===== src/rtl/piso_serializer.sv =====
// ============================================================================
// Module   : piso_serializer
// Brief    : Parallel-in serial-out stage with a one-word holding buffer,
//            start-of-word strobe and bit-valid qualifier.
// Revision : 1.0 - initial release
// ============================================================================
`default_nettype none

module piso_serializer #(
  parameter int N         = 8,
  parameter bit MSB_FIRST = 1'b1
) (
  input  logic         clk,
  input  logic         rst,
  input  logic [N-1:0] in_data,
  input  logic         in_valid,
  output logic         in_ready,
  output logic         out,
  output logic         out_valid,
  output logic         sof,
  output logic         busy
);

  localparam int              c_cw   = (N > 1) ? $clog2(N) : 1;
  localparam logic [c_cw-1:0] c_last = c_cw'(N - 1);

  typedef enum logic [0:0] {
    IDLE  = 1'b0,
    SHIFT = 1'b1
  } state_t;

  state_t          r_state;
  logic [N-1:0]    r_shreg;
  logic [N-1:0]    r_hold;
  logic            r_hold_full;
  logic [c_cw-1:0] r_cnt;

  logic [N-1:0]    w_shifted;
  logic            w_out;
  logic            w_accept;

  // Shift toward whichever end feeds the serial output; vacated bits fill with 0
  generate
    if (MSB_FIRST) begin : g_msb_first
      assign w_shifted = {r_shreg[N-2:0], 1'b0};
      assign w_out     = r_shreg[N-1];
    end else begin : g_lsb_first
      assign w_shifted = {1'b0, r_shreg[N-1:1]};
      assign w_out     = r_shreg[0];
    end
  endgenerate

  assign in_ready  = !r_hold_full;
  assign w_accept  = in_valid && !r_hold_full;
  assign out       = w_out;
  assign out_valid = (r_state == SHIFT);
  assign sof       = (r_state == SHIFT) && (r_cnt == '0);
  assign busy      = (r_state == SHIFT) || r_hold_full;

  always_ff @(posedge clk or negedge rst) begin
    if (!rst) begin
      r_state     <= IDLE;
      r_shreg     <= '0;
      r_hold      <= '0;
      r_hold_full <= 1'b0;
      r_cnt       <= '0;
    end else begin
      case (r_state)
        IDLE: begin
          if (w_accept) begin
            r_shreg <= in_data;
            r_cnt   <= '0;
            r_state <= SHIFT;
          end
        end
        SHIFT: begin
          if (r_cnt != c_last) begin
            r_shreg <= w_shifted;
            r_cnt   <= r_cnt + 1'b1;
            if (w_accept) begin
              r_hold      <= in_data;
              r_hold_full <= 1'b1;
            end
          end else if (r_hold_full) begin
            r_shreg     <= r_hold;
            r_hold_full <= 1'b0;
            r_cnt       <= '0;
          end else if (w_accept) begin
            r_shreg <= in_data;
            r_cnt   <= '0;
          end else begin
            // Final shift flushes the last bit so the line idles at 0
            r_shreg <= w_shifted;
            r_cnt   <= '0;
            r_state <= IDLE;
          end
        end
        default: r_state <= IDLE;
      endcase
    end
  end

endmodule

`default_nettype wire


===== config.mk =====
export PLATFORM = sky130hd
export DESIGN_NAME = piso_serializer
export DESIGN_NICKNAME = d
export VERILOG_FILES = /design/src/rtl/piso_serializer.sv
export SDC_FILE = /design/constraint.sdc
export NUM_CORES = 1
export LEC_CHECK = 0
export CAP_MARGIN = 5
export CORE_ASPECT_RATIO = 1.1
export CORE_MARGIN = 2
export CORE_UTILIZATION = 38
export DETAILED_ROUTE_END_ITERATION = 8
export SETUP_SLACK_MARGIN = 0.3
export SLEW_MARGIN = 10
export SYNTH_ARGS = -nofsm -noshare
export SYNTH_HDL_FRONTEND = slang
export SYNTH_SLANG_ARGS = --single-unit

===== constraint.sdc =====
create_clock -name clk -period 2.5 [get_ports clk]
set_clock_uncertainty 0.15 [all_clocks]
set_input_delay 0.625 -clock clk [delete_from_list [all_inputs] [get_ports clk]]
set_output_delay 0.625 -clock clk [all_outputs]
set_load 0.02 [all_outputs]

==> metrics.yaml <==
grt_overflow: 0
synth_cell_type_count: 28
syn_inst: 108
hold_violations: 0
grt_pass1_vias: 838
pin_count: 16
wl_per_cell_um: 15.7
cts_max_level: 1
worst_setup_path_end_kind: "primary output"
die_h_um: 61.9
p_leak_nw: 0.645
grt_usage_pct: 16.1
rsz0062_at_grt: "no"
clockRootBuffer: "clkbuf_4"
dr_total_vias: 890
design.die.area_mm2: 0.00350
antennaDiodeCount: 0
drive_above_1_share_pct: 17.9
synth_nets: 122
nNetsFinal: 138
cp_max_fo: 12
required_ns: 1.73
power_density_mw_per_mm2: 1080
num_rows: 21
area_delta_synth_final_pct: 18.1
syn_area_per_cell_um2: 10.7
ys.flop_type: "dfrtp_1"
worstMarginPinSlew_ns: 0.433
grt_pass1_wl_um: 4200
routed_wl_um: 2460
critPathArrivalTime_ns: 1.33
ys_ff_latch: 21
grt_max_degree: 24
dp.final_hpwl_um: 1650
core_area_mm2: 0.00297
crit_path_start_kind: "flop"
maxCapViolCount: 0
slew_headroom_pct: 70.9
die_x_um: 56.6
seq_area_frac_synth_pct: 45.4
drt_iter0_markers: 11
cts_made_buffers: 3
async_flop_share_pct: 100
crit_type: "flop to primary output"
hold_class: "flop to flop"
clk_latency_ns: 0.31
start_util_pct: 39.0
setup_viol: 0
dr.pass1.iters: 4
viasPerCell: 5.67
holdWs_ns: 0.374
ctsHoldBuffers: 0
final.setup.tns_ns: 0
finalWeightedCongestion: 0.790
path_clk_slew_ns: 0.12
vdd_drop_max_uv: 402
drc: 0
min_period_ns: 2.11
synth-warning-count: 0
mostFrequentLayoutCell: "dfrtp_1"
min_period_over_period_pct: 84.3
final_cell_mix: "dfrtp_1 (20), clkdlybuf4s50_1 (11), mux2_4 (8), a21oi_1 (8)"
whs_path_depth: 1
portBuffers: 15
timing.fmax_mhz: 474
outcome: "complete, no violations"
antenna_found_initial: 0
cts_setup_buffers: 0
syn_area_mm2: 0.00116
cts_tree: "built"
cts_sinks: 21
rr_worst_depth: 5
clockBufferDepth: 2
slew_violations: 0
final_antenna_net_count: 0
synth-edff-count: 0
## registers in the layout, summed over array words and instances (netlist names)
name and count:
r_hold_full 1, r_shreg 8, out_valid 1, r_hold 8
r_cnt 3
## stage by stage
step	power, mW	setup slack [ns]	cell area [um2]	util (%)	instances
after CTS	1.49	0.0310	1360	45.9	157
after floorplan	1.13	0.502	1160	-	108
after detailed placement	1.33	0.335	1340	45.0	153
after global placement	1.30	0.338	1340	45.0	153
after global routing	1.60	0.334	1370	46.0	157
final	1.48	0.392	1370	46.0	157
## final timing paths
path | start | endpoint | slack [ns]
hold / removal | r_cnt[0] | r_cnt[0] | 0.37
min in group asynchronous | rst | r_hold[2] | 0.49
hold reg to reg | r_cnt[0] | r_cnt[0] | 0.37
setup reg to reg | r_cnt[0] | r_hold[4] | 0.52
setup / recovery | out_valid | busy | 0.39
max in group asynchronous | rst | out_valid | 1.47
## where the power goes
part / switching (mW) / internal [mW]
logic: 0.347 / 0.367
clock network: 0.111 / 0.0598
registers: 0.101 / 0.492
## cell usage after synthesis, types with 2 or more instances
cell	n	area (um2)
a21oi_1	8	40.0
a32oi_1	2	17.5
and3_1	6	37.5
and3b_1	7	61.3
buf_2	5	25.0
clkbuf_1	2	7.51
dfrtp_1	21	526
ha_1	3	37.5
inv_1	4	15.0
mux2_4	8	120
mux2i_1	2	20.0
nand2_1	5	18.8
nand3_1	6	30.0
nor2_1	2	7.51
o211ai_1	6	45.0
o21ai_0	7	35.0
o21ai_1	3	15.0
## metal layers
layer / routed length (um) / share of wire [%] / track usage [%]
met5: 0 / 0 / 0
met4: 25 / 1.0 / 7.14
met3: 62 / 2.5 / 2.28
met2: 1220 / 49 / 26.7
met1: 1150 / 47 / 21.5
## area by class of cell
type                       instances  area, um2
clock inverter                     1       5.00
timing repair buffer              19        179
clock buffer                       3       22.5
inverter                           4       15.0
sequential                        21        527
multi-input combinational         75        576
tap                               34       42.5
fill                             303       1600
## logic make-up after synthesis
logic type                 Yosys count  synth area share (%)
buffers and inverters               12                  5.08
and+or+nand+nor                     32                  18.6
AOI/OAI and AO/OA                   30                  15.6
adders and majority gates            3                  3.24
muxes                               10                  12.1
DFF                                 21                  45.4
## critical path, stage by stage (launching register included)
cell and delay [ns]:
dfrtp_2 0.51, or2_2 0.31, dlymetal6s2s_1 0.20
## timing repair
| item | CTS | global route |
|---|---|---|
| cloned | 0 | 0 |
| resized for setup | 3 | 5 |
| setup endpoints to repair | 3 | 11 |
Note: power is estimated with default switching activity, not from simulation.
